===== config.mk =====
export PLATFORM = sky130hd
export DESIGN_NAME = round_robin_dispatcher
export DESIGN_NICKNAME = d
export VERILOG_FILES = /design/src/rtl/round_robin_dispatcher_pkg.sv /design/src/rtl/dispatch_fifo.sv /design/src/rtl/round_robin_dispatcher.sv
export SDC_FILE = /design/constraint.sdc
export NUM_CORES = 1
export LEC_CHECK = 0
export CORE_UTILIZATION = 35
export CTS_CLUSTER_SIZE = 24
export DETAILED_ROUTE_END_ITERATION = 16
export GPL_TIMING_DRIVEN = 0
export SLEW_MARGIN = 5
export SYNTH_ARGS = -nofsm -noshare
export SYNTH_HDL_FRONTEND = slang
export SYNTH_SLANG_ARGS = --single-unit
export TNS_END_PERCENT = 1

===== constraint.sdc =====
create_clock -name clk -period 4 [get_ports clk]
set_input_delay 0.6 -clock clk [delete_from_list [all_inputs] [get_ports clk]]
set_output_delay 0.6 -clock clk [all_outputs]
set_load 0.01 [all_outputs]

===== src/rtl/round_robin_dispatcher_pkg.sv =====
// Shared sizing and channel-index type for the round-robin write dispatcher.
package round_robin_dispatcher_pkg;

  localparam int unsigned WIDTH  = 8;
  localparam int unsigned DEPTH  = 8;
  localparam int unsigned NUM_CH = 4;
  localparam int unsigned CH_W   = 2;

  typedef logic [CH_W-1:0] ch_idx_t;

endpackage


===== src/rtl/dispatch_fifo.sv =====
// Single-channel synchronous FIFO with a registered, one-cycle read response.
module dispatch_fifo #(
  parameter  int unsigned WIDTH = 8,
  parameter  int unsigned DEPTH = 8,
  localparam int unsigned AW    = $clog2(DEPTH),
  localparam int unsigned CW    = AW + 1
) (
  input  logic             clk,
  input  logic             rst_n,
  input  logic             wen,
  input  logic             ren,
  input  logic [WIDTH-1:0] din,
  output logic [WIDTH-1:0] dout,
  output logic             valid,
  output logic             full,
  output logic             empty,
  output logic [CW-1:0]    count
);

  logic [WIDTH-1:0] mem [DEPTH];
  logic [AW-1:0]    wr_ptr;
  logic [AW-1:0]    rd_ptr;
  logic             do_wr;
  logic             do_rd;

  // Flags are decoded from the count register, so they reflect pre-edge state.
  assign full  = (count == CW'(DEPTH));
  assign empty = (count == '0);
  assign do_wr = wen && !full;
  assign do_rd = ren && !empty;

  always_ff @(posedge clk or negedge rst_n) begin
    if (!rst_n) begin
      wr_ptr <= '0;
      rd_ptr <= '0;
      count  <= '0;
      dout   <= '0;
      valid  <= 1'b0;
    end else begin
      if (do_wr) wr_ptr <= wr_ptr + AW'(1);
      if (do_rd) rd_ptr <= rd_ptr + AW'(1);
      count <= count + CW'(do_wr) - CW'(do_rd);
      valid <= do_rd;
      dout  <= do_rd ? mem[rd_ptr] : '0;
    end
  end

  // Storage carries no reset; contents are only visible through count.
  always_ff @(posedge clk) begin
    if (do_wr) mem[wr_ptr] <= din;
  end

endmodule


===== src/rtl/round_robin_dispatcher.sv =====
// Spreads one write stream over four FIFOs in rotation, skipping full channels.
module round_robin_dispatcher
  import round_robin_dispatcher_pkg::*;
#(
  parameter int unsigned WIDTH  = round_robin_dispatcher_pkg::WIDTH,
  parameter int unsigned DEPTH  = round_robin_dispatcher_pkg::DEPTH,
  parameter int unsigned NUM_CH = round_robin_dispatcher_pkg::NUM_CH
) (
  input  logic              clk,
  input  logic              rst_n,
  input  logic              wen,
  input  logic [WIDTH-1:0]  din,
  input  logic [NUM_CH-1:0] ren,
  output logic [WIDTH-1:0]  dout0,
  output logic [WIDTH-1:0]  dout1,
  output logic [WIDTH-1:0]  dout2,
  output logic [WIDTH-1:0]  dout3,
  output logic [NUM_CH-1:0] valid,
  output logic [NUM_CH-1:0] full,
  output logic [NUM_CH-1:0] empty,
  output ch_idx_t           ptr,
  output logic              drop
);

  localparam int unsigned CW = $clog2(DEPTH) + 1;

  logic [NUM_CH-1:0] wen_vec;
  logic [CW-1:0]     count    [NUM_CH];
  logic [WIDTH-1:0]  dout_arr [NUM_CH];
  ch_idx_t           target;
  ch_idx_t           cand;
  logic              found;

  // Priority scan from ptr for the first channel with room.
  always_comb begin
    target  = '0;
    cand    = '0;
    found   = 1'b0;
    wen_vec = '0;
    for (int i = 0; i < int'(NUM_CH); i++) begin
      cand = ptr + ch_idx_t'(i);
      if (!found && (count[cand] != CW'(DEPTH))) begin
        found  = 1'b1;
        target = cand;
      end
    end
    if (wen && found) wen_vec[target] = 1'b1;
  end

  always_ff @(posedge clk or negedge rst_n) begin
    if (!rst_n) begin
      ptr  <= '0;
      drop <= 1'b0;
    end else begin
      drop <= wen && !found;
      if (wen && found) ptr <= target + ch_idx_t'(1);
    end
  end

  for (genvar g = 0; g < NUM_CH; g++) begin : g_ch
    dispatch_fifo #(
      .WIDTH (WIDTH),
      .DEPTH (DEPTH)
    ) u_fifo (
      .clk   (clk),
      .rst_n (rst_n),
      .wen   (wen_vec[g]),
      .ren   (ren[g]),
      .din   (din),
      .dout  (dout_arr[g]),
      .valid (valid[g]),
      .full  (full[g]),
      .empty (empty[g]),
      .count (count[g])
    );
  end

  assign dout0 = dout_arr[0];
  assign dout1 = dout_arr[1];
  assign dout2 = dout_arr[2];
  assign dout3 = dout_arr[3];

endmodule

==> parameters.txt, run 1 <==
Parameter                              Value

CTS
  Postcts setup bufs    0
  Clock latency on the worst-skew pair    0.52 ns
  Deepest clock path buffer count    3
  Number of clock sinks seen by CTS    335
  Number of cells upsized or downsized after cts    0
  Level count of the clock H-tree    2
  Clock Pin Slew Worst Setup and Hold Paths    0.06 ns
  Total CTS buffers    36
  Hold bufs inserted after CTS    0
  Clk Tree Root Cell    clkbuf_16
  CTS tree    done

Outcome
  Run status    finished clean

Timing
  Headroom to the max-slew limit    14.0%
  Minimum period implied by the final worst setup slack    3.51 ns
  Final Max Slew Viols    0
  Largest clock skew in the final design    0.0152 ns
  Final Hold Violating Endpoints    0
  Worst hold slack    0.0791 ns
  Transition time of the tightest slew-check pin    1.28 ns
  Fmax    285 MHz
  Period utilisation layout    87.7%
  RSZ-0062 raised after global routing    no
  Final count of negative-setup-slack endpoints    0

Synthesis
  Async set-or-reset flop fraction in the synthesized netlist    23.6%
  Share of Yosys cell area claimed by the top area cell type    57.2%
  Count of flip-flops with a built-in enable after synthesis    256
  Synthesized net count    779
  Prevailing post-synth register cell    edfxtp_1
  Post-synthesis sequential area ratio    72.0%
  Yosys warns    0
  Leading post-synthesis cells by cell area    edfxtp_1, dfrtp_1, mux4_2
  Count of distinct cell types in the synthesized netlist    38
  Flip-flop and latch count after synthesis    335
  Library cell with the largest summed area after synthesis    edfxtp_1
  Average instance area after synthesis    18.5 sq um
  Netlist area before placement    13,400 sq um
  Gate Count Post-Synth    724

Routing
  Vias per inst    4.69
  Routed length per placed instance    18.8 microns
  Met2 wirelength from detailed routing    12,800 microns
  Remaining number of nets flagged by the antenna check after routing    0
  DRC violations left    0
  Number of vias after detailed routing    6,412
  Max layer used    met4
  Drt initial violations    323
  Total wirelength of the detailed-routed design    25,700 microns
  Met1 layer wirelength in the final routing    11,400 microns
  Total length of routed met3 wires    974 microns
  Total iterations of the first detailed-routing run    4

Finish
  Final net count    884
  Fraction of layout cells with a size suffix above 1    20.9%
  Synthesis-to-finish area growth    18.4%
  Antenna fix cells    0

Worst setup path
  Critical path buffer and inverter count    1
  Family with the most delay on the worst path    simple AND/OR/NAND/NOR gates
  Cells traversed along the worst timing path    or4b_1, o221ai_1, a21oi_1, inv_1, ha_1, nand4_1, nor3_1
  Required time of the critical path    4.12 ns
  Data arrival time of the critical path    3.63 ns
  Critical setup path kind    flip-flop to flip-flop
  Maximum single-stage delay on the critical path    1.05 ns
  Highest net fanout along the worst path    8
  Critical Path Source Type    flip-flop
  Crit path max-delay cell type    nor3_1
  Crit path capture type    flip-flop

Die
  Width of the chip    198 microns
  Initial standard-cell utilization of the core    35.6%
  # rows    71
  Core region area    37,700 sq um
  Count of boundary I/O pins    62
  Die area    39,200 sq um
  Die boundary height    198 microns

Placed design
  Weighted congestion at the end of routability-driven global placement    0.721
  Input/output buffers    61
  HPWL after detailed placement    16,300 microns

Power
  Total power density per cell area    717 nW/um^2
  Static Leak    5.75 nW
  Share of power burned in registers    41.2%
  Power share of the combinational group    30.7%
  VDD IR max    0.000288 V
  Total power    11.4 mW
  Cell-internal power    8.00 mW
  Switching power    3.40 mW
  Portion of total power attributed to the clock network    28.1%
  Switching power share of the total    29.8%

Global route
  Leftover overflow at the end of global routing    0
  Combined global-route utilization of all metal layers    13.7%
  Vias in the first global route    6,805
  Antenna violations before repair    0
  Maximum number of pins on one net before global-route repair    46
  Global-route wire length before repair    39,800 microns

Run
  Number of maximum-capacitance violations    0

Worst hold path
  Worst min-delay path category    primary input to async pin
cell families (layout without fill, tap and decap cells):
group                      Yosys count  after routing  synth area share (%)
AOI/OAI and AO/OA                   18             18                  1.01
xor gates and xnor gates            24             24                  1.57
adders and majority gates           40             40                  3.95
buffers and inverters               84            216                  2.80
DFF                                335            335                  72.0
muxes                              104            104                  13.8
and+or+nand+nor                    119            119                  4.88
layout make-up:
class	instances	area (sq um)
Clock inverter	11	110
Timing Repair Buffer	67	643
Buffer	38	204
Sequential cell	335	9660
Inverter	46	173
Multi-Input combinational cell	305	3450
Fill cell	3380	21800
Tap cell	511	639
Clock buffer	54	1020
layout by cell type, fill, tap and decap left out, drive strengths merged, types with 32 or more instances in the layout:
cell / Yosys / final
nor2: 53 / 53
clkdlybuf4s50: 0 / 54
ha: 36 / 36
dfrtp: 79 / 79
mux2i: 32 / 32
clkbuf: 4 / 58
mux4: 64 / 64
buf: 34 / 47
inv: 46 / 48
edfxtp: 256 / 256
through the flow:
step / setup slack [ns] / area [sq um] / utilization, % / std cells / setup TNS, ns
4_1_cts: 0.402 / 15900 / 42.2 / 1367 / 0
5_1_grt: 0.250 / 15900 / 42.2 / 1367 / 0
3_5_place_dp: 0.278 / 14800 / 39.2 / 1302 / 0
6_report: 0.490 / 15900 / 42.2 / 1367 / 0
3_3_place_gp: -1.18 / 14700 / 39.0 / 1296 / -92.79
2_1_floorplan: 0.830 / 13400 / - / 724 / 0
cells in the mapped netlist, drive strengths merged (2+ instances only):
cell    instances
nor3           12
nor4b           6
and4            2
inv            46
xnor2          14
mux4           64
fa              4
nand2b         10
nor3b           2
xor2           10
dfrtp          79
a21oi           7
ha             36
and2            4
a21o            4
nand2          13
mux2i          32
o21ai           2
clkbuf          4
nor4            3
buf            34
o221ai          2
mux2            8
edfxtp        256
nor2           53
or4b            2
nand3           3
nand4           7
power by group through the flow:
stage	Combinational (mW)	Clock [mW]	Sequential, mW
final	3.50	3.20	4.70
after global routing	3.90	3.40	4.77
after CTS	3.61	3.27	4.70
after detailed placement	3.59	0	4.77
after global placement	3.51	0	4.74
after floorplan	2.36	0	4.76
per-layer routing:
metal	vias up	GRT usage, %
li1	2962	-
met1	3298	18.1
met2	110	22.9
met3	42	2.21
met4	0	4.54
met5	-	0
registers in the layout (all words and copies together) (netlist names):
register and flops:
g_ch.u_fifo.mem 256, g_ch.u_fifo.dout 32, g_ch.u_fifo.count 16, g_ch.u_fifo.rd_ptr 12, g_ch.u_fifo.wr_ptr 12, g_ch.u_fifo.valid 4
ptr 2, drop 1
worst paths after layout:
path,from,end,slack (ns),cells past startpoint
setup / recovery,g_ch[3].u_fifo.count[1],g_ch[0].u_fifo.mem[1][1],0.49,7
hold / removal,rst_n,g_ch[0].u_fifo.dout[2],0.08,1
setup reg to reg,g_ch[3].u_fifo.count[1],g_ch[0].u_fifo.mem[1][1],0.49,7
hold reg to reg,g_ch[3].u_fifo.wr_ptr[0],g_ch[3].u_fifo.wr_ptr[0],0.53,1
max in group asynchronous,rst_n,g_ch[3].u_fifo.count[1],3.28,2
min in group clk,g_ch[3].u_fifo.wr_ptr[0],g_ch[3].u_fifo.wr_ptr[0],0.53,1
Power figures use the tool's default switching activity.
==> run 2, diff against run 1 <==
Settings changed: REMOVE_ABC_BUFFERS set to 1.
==> run 2 against run 1 <==
Compared with the run above:
- combinational power shrank 16%
- sequential cell count did not move
- register-to-register slack lost 0.07 ns
- total power shrank 1.0%
- largest cell class unchanged
==> parameters.txt, run 2 (synthesis gave the netlist of run 1 again) <==
Parameter                              Value

Outcome
  Run status    finished clean

Die
  Core region area    37,700 sq um
  Count of boundary I/O pins    62
  Die boundary height    198 microns
  Die area    39,200 sq um
  Width of the chip    198 microns
  Initial standard-cell utilization of the core    35.6%
  # rows    71

Global route
  Combined global-route utilization of all metal layers    13.4%
  Maximum number of pins on one net before global-route repair    49
  Antenna violations before repair    0
  Global-route wire length before repair    39,100 microns
  Leftover overflow at the end of global routing    0
  Vias in the first global route    6,691

Timing
  Largest clock skew in the final design    0.0122 ns
  Worst hold slack    0.0562 ns
  Transition time of the tightest slew-check pin    1.33 ns
  Fmax    280 MHz
  Headroom to the max-slew limit    11.1%
  Period utilisation layout    89.4%
  Setup TNS    0 ns
  PnR worst setup slack    0.424 ns
  RSZ-0062 raised after global routing    no
  Minimum period implied by the final worst setup slack    3.58 ns
  Final Max Slew Viols    0
  Final Hold Violating Endpoints    0
  Final count of negative-setup-slack endpoints    0

Finish
  Final net count    846
  Most frequent standard cell in the layout excluding fill and tap cells    edfxtp_1
  Most used cells in the layout excluding fill and tap cells    edfxtp_1, dfrtp_1, mux4_2
  Most flops, register    g_ch.u_fifo.mem
  Synthesis-to-finish area growth    17.2%
  Flip-flop count of the largest register, all copies and words added    256
  Number of inserted filler cells in the final layout    3,385
  Utilization after layout    41.8%
  Antenna fix cells    0
  Final Non-Filler Cells    1,326
  Fraction of layout cells with a size suffix above 1    18.2%
  Top Registers    g_ch.u_fifo.mem: 256 flops, g_ch.u_fifo.dout: 32 flops, g_ch.u_fifo.count: 16 flops
  Layout Cell Area excl Fill    15,700 sq um

Worst setup path
  Crit path capture type    flip-flop
  Required time of the critical path    4.11 ns
  Critical setup path kind    flip-flop to flip-flop
  Highest net fanout along the worst path    8
  Data arrival time of the critical path    3.69 ns
  Critical Path Source Type    flip-flop

CTS
  Deepest clock path buffer count    3
  CTS tree    done
  Clk Tree Root Cell    clkbuf_16
  Level count of the clock H-tree    2
  Hold bufs inserted after CTS    0
  Clock latency on the worst-skew pair    0.51 ns
  Number of clock sinks seen by CTS    335
  Postcts setup bufs    0
  Clock Pin Slew Worst Setup and Hold Paths    0.06 ns
  Total CTS buffers    36
  Number of cells upsized or downsized after cts    0

Routing
  Total wirelength of the detailed-routed design    25,000 microns
  DRC violations left    0
  Met1 layer wirelength in the final routing    11,300 microns
  Total length of routed met3 wires    808 microns
  Drt initial violations    358
  Routed length per placed instance    18.9 microns
  Met2 wirelength from detailed routing    12,400 microns
  Total iterations of the first detailed-routing run    4
  Number of vias after detailed routing    6,277
  Max layer used    met4
  Vias per inst    4.73
  Remaining number of nets flagged by the antenna check after routing    0

Power
  VDD IR max    0.000271 V
  Static Leak    5.62 nW
  Total power    11.3 mW
  Total power density per cell area    717 nW/um^2

Placed design
  Input/output buffers    61
  Placement-stage worst setup slack    0.280 ns
  Dpl cells    1,264
  HPWL after detailed placement    15,700 microns
  Placed cell area    14,600 sq um
  Weighted congestion at the end of routability-driven global placement    0.724

Run
  Number of maximum-capacitance violations    0

Worst hold path
  Worst min-delay path category    primary input to async pin
run 2: cell count changes in the layout (fill, tap and decap cells not counted), sizes merged:
cell,change
bufinv,+1
clkinvlp,+1
buf,-39
clkbuf,-7
clkdlybuf4s50,+5
inv,-2
run 2: critical path, stage by stage (launching register included):
cell and delay [ns]:
dfrtp_1 0.46, nor4b_4 0.55, o221ai_1 0.21, a21oi_1 0.36, ha_1 0.30, nand3_2 0.20, nor3_1 1.09
run 2: final cells by class:
class | count | area (sq um) | share of cell area (%)
clock buffers | 51 | 1010 | 6.41
repair buffers | 67 | 668 | 4.24
flip-flops and latches | 335 | 9660 | 61.4
well taps | 511 | 639 | 4.06
clock inverters | 11 | 125 | 0.795
multi-input cells | 305 | 3460 | 22.0
inverters | 46 | 173 | 1.10
run 2: path summary, 6_finish.rpt:
check | start | endpoint | slack (ns) | cells after the start
max | g_ch[2].u_fifo.count[1] | g_ch[1].u_fifo.mem[2][5] | 0.42 | 6
min | rst_n | g_ch[0].u_fifo.rd_ptr[1] | 0.06 | 1
max reg2reg | g_ch[2].u_fifo.count[1] | g_ch[1].u_fifo.mem[2][5] | 0.42 | 6
min reg2reg | g_ch[3].u_fifo.wr_ptr[0] | g_ch[3].u_fifo.wr_ptr[0] | 0.53 | 1
max in group asynchronous | rst_n | g_ch[1].u_fifo.count[1] | 3.29 | 2
min in group clk | g_ch[3].u_fifo.wr_ptr[0] | g_ch[3].u_fifo.wr_ptr[0] | 0.53 | 1
run 2: per-layer routing:
| layer | GRT usage [%] | vias up |
|---|---|---|
| met2 | 22.3 | 112 |
| li1 | - | 2870 |
| met4 | 4.11 | 0 |
| met5 | 0 | - |
| met3 | 2.18 | 42 |
| met1 | 18.0 | 3253 |
run 2: report_power, final:
group          leakage, nW  switching, mW  internal (mW)
registers             3.28          0.800           4.34
logic                 1.80           1.26           1.67
clock network        0.546           1.28           1.94
==> run 3, diff against run 2 <==
Settings changed: CORE_UTILIZATION 35 to 30, PLACE_DENSITY set to 0.44, RECOVER_POWER set to 25.
==> run 3 against run 2 <==
Compared with the run above:
- the flow now finishes with violations (capacitance limit, slew limit)
- global-route usage fell by 0.25 points
- sequential cell count did not move
- final area rose by 1.1%
- clock-buffer cell count rose by 3
- clock skew barely moved
- hold slack improved by 0.47 ns
- setup slack improved by 0.26 ns
- fmax rose by 7.8%
- via count rose by 2.4%
- sequential share of layout area fell by 0.69 points
- combinational power rose by 2%
- largest power group unchanged
- highest routed layer unchanged
==> parameters.txt, run 3 (synthesis gave the netlist of run 1 again) <==
Parameter                              Value

Outcome
  Run status    complete, but fails checks
  Failing checks    capacitance limit, slew limit

CTS
  Total CTS buffers    39
  Deepest clock path buffer count    3
  CTS tree    done
  Postcts setup bufs    0
  Clock latency on the worst-skew pair    0.52 ns
  Level count of the clock H-tree    2
  Number of clock sinks seen by CTS    335
  Clock Pin Slew Worst Setup and Hold Paths    0.06 ns
  Clk Tree Root Cell    clkbuf_16
  Number of cells upsized or downsized after cts    0
  Hold bufs inserted after CTS    0

Die
  Die area    45,600 sq um
  Width of the chip    214 microns
  # rows    77
  Count of boundary I/O pins    62
  Die boundary height    214 microns
  Core region area    44,200 sq um
  Initial standard-cell utilization of the core    30.4%

Placed design
  Placed cell area    14,700 sq um
  HPWL after detailed placement    17,700 microns
  Input/output buffers    61
  Placement-stage worst setup slack    0.194 ns
  Weighted congestion at the end of routability-driven global placement    0.728

Global route
  Global-route wire length before repair    43,600 microns
  Vias in the first global route    7,135
  Leftover overflow at the end of global routing    0
  Combined global-route utilization of all metal layers    13.1%
  Maximum number of pins on one net before global-route repair    45
  Antenna violations before repair    0

Finish
  Final net count    849
  Most used cells in the layout excluding fill and tap cells    edfxtp_1, dfrtp_1, mux4_2
  Most flops, register    g_ch.u_fifo.mem
  Synthesis-to-finish area growth    18.6%
  Top Registers    g_ch.u_fifo.mem: 256 flops, g_ch.u_fifo.dout: 32 flops, g_ch.u_fifo.count: 16 flops
  Most frequent standard cell in the layout excluding fill and tap cells    edfxtp_1
  Fraction of layout cells with a size suffix above 1    20.0%
  Flip-flop count of the largest register, all copies and words added    256
  Number of inserted filler cells in the final layout    4,066
  Footprint of the flip-flops and latches    9660 sq um
  Total area of multi-input combinational cells    3490 sq um
  Layout Cell Area excl Fill    15,900 sq um

Timing
  Largest clock skew in the final design    0.0124 ns
  Final count of negative-setup-slack endpoints    0
  RSZ-0062 raised after global routing    no
  Headroom to the max-slew limit    -55.8%
  Transition time of the tightest slew-check pin    2.34 ns
  Final Max Slew Viols    169
  Minimum period implied by the final worst setup slack    3.32 ns
  Fmax    301 MHz
  Final Hold Violating Endpoints    0
  Period utilisation layout    82.9%
  PnR worst setup slack    0.682 ns

Worst setup path
  Register-to-register setup slack    0.68 ns
  Data arrival time of the critical path    3.46 ns
  Required time of the critical path    4.14 ns
  Crit path capture type    flip-flop
  Destination of the critical timing path    g_ch[1].u_fifo.mem[6][7]
  FF-to-FF path depth    6
  Destination of the worst register-to-register timing path    g_ch[1].u_fifo.mem[6][7]
  Highest net fanout along the worst path    8
  Source of the worst register-to-register timing path    g_ch[2].u_fifo.count[1]
  Critical Path Source Type    flip-flop
  Launch point of the worst path    g_ch[2].u_fifo.count[1]
  Critical setup path kind    flip-flop to flip-flop

Routing
  Routed length per placed instance    20.0 microns
  Number of vias after detailed routing    6,430
  Total wirelength of the detailed-routed design    28,400 microns
  DRC violations left    0
  Vias per inst    4.54
  Total iterations of the first detailed-routing run    4
  Remaining number of nets flagged by the antenna check after routing    0
  Drt initial violations    366

Power
  Total power    11.6 mW
  Static Leak    5.67 nW
  VDD IR max    0.000229 V
  Total power density per cell area    728 nW/um^2

Worst hold path
  Worst min-delay path category    flip-flop to flip-flop
  Worst hold path depth    1

Run
  Number of maximum-capacitance violations    5
==> run 3: worst min-delay path by stage <==
| stage | start | end |
|---|---|---|
| floorplan | rst_n | drop |
| global placement | g_ch[3].u_fifo.wr_ptr[0] | g_ch[3].u_fifo.wr_ptr[0] |
| detailed placement | g_ch[3].u_fifo.wr_ptr[0] | g_ch[3].u_fifo.wr_ptr[0] |
| CTS | rst_n | g_ch[0].u_fifo.dout[0] |
| global route | g_ch[3].u_fifo.wr_ptr[0] | g_ch[3].u_fifo.wr_ptr[0] |
| finish | g_ch[3].u_fifo.wr_ptr[0] | g_ch[3].u_fifo.wr_ptr[0] |
==> run 3: per-stage QoR <==
step	setup TNS, ns	cells	hold slack, ns	util, %
2_1_floorplan	0	686	0.304	-
3_3_place_gp	-100.31	1339	0.510	33.0
3_5_place_dp	0	1345	0.518	33.3
4_1_cts	0	1415	0.0793	36.1
5_1_grt	0	1415	0.557	36.0
6_report	0	1416	0.528	36.0
==> run 3: critical path, stage by stage (launching register included) <==
cell	delay (ns)
dfrtp_1	0.46
nor4b_4	0.51
o221ai_1	0.21
a21oi_1	0.37
ha_1	0.35
nand4_1	0.24
nor2_1	0.81
==> run 3: cell type report <==
class | instances | area share (%)
sequential | 335 | 60.7
multi-input combinational | 305 | 21.9
clock buffer | 54 | 6.88
tap | 592 | 4.65
timing repair buffer | 67 | 3.78
inverter | 46 | 1.08
clock inverter | 16 | 0.982
antenna | 1 | 0.0157
==> run 3: layer usage <==
layer	vias to the layer above	track usage, %	share of wire [%]
li1	2878	-	-
met5	-	0	0
met3	48	2.39	3.6
met2	130	22.0	49
met1	3374	17.2	44
met4	0	4.61	2.5
==> run 3: power by group <==
part	switching, mW	internal (mW)	total (mW)	leakage (nW)
logic	1.31	1.68	2.98	1.78
clock network	1.34	2.10	3.45	0.613
registers	0.828	4.34	5.17	3.28
total	3.48	8.12	11.6	5.67
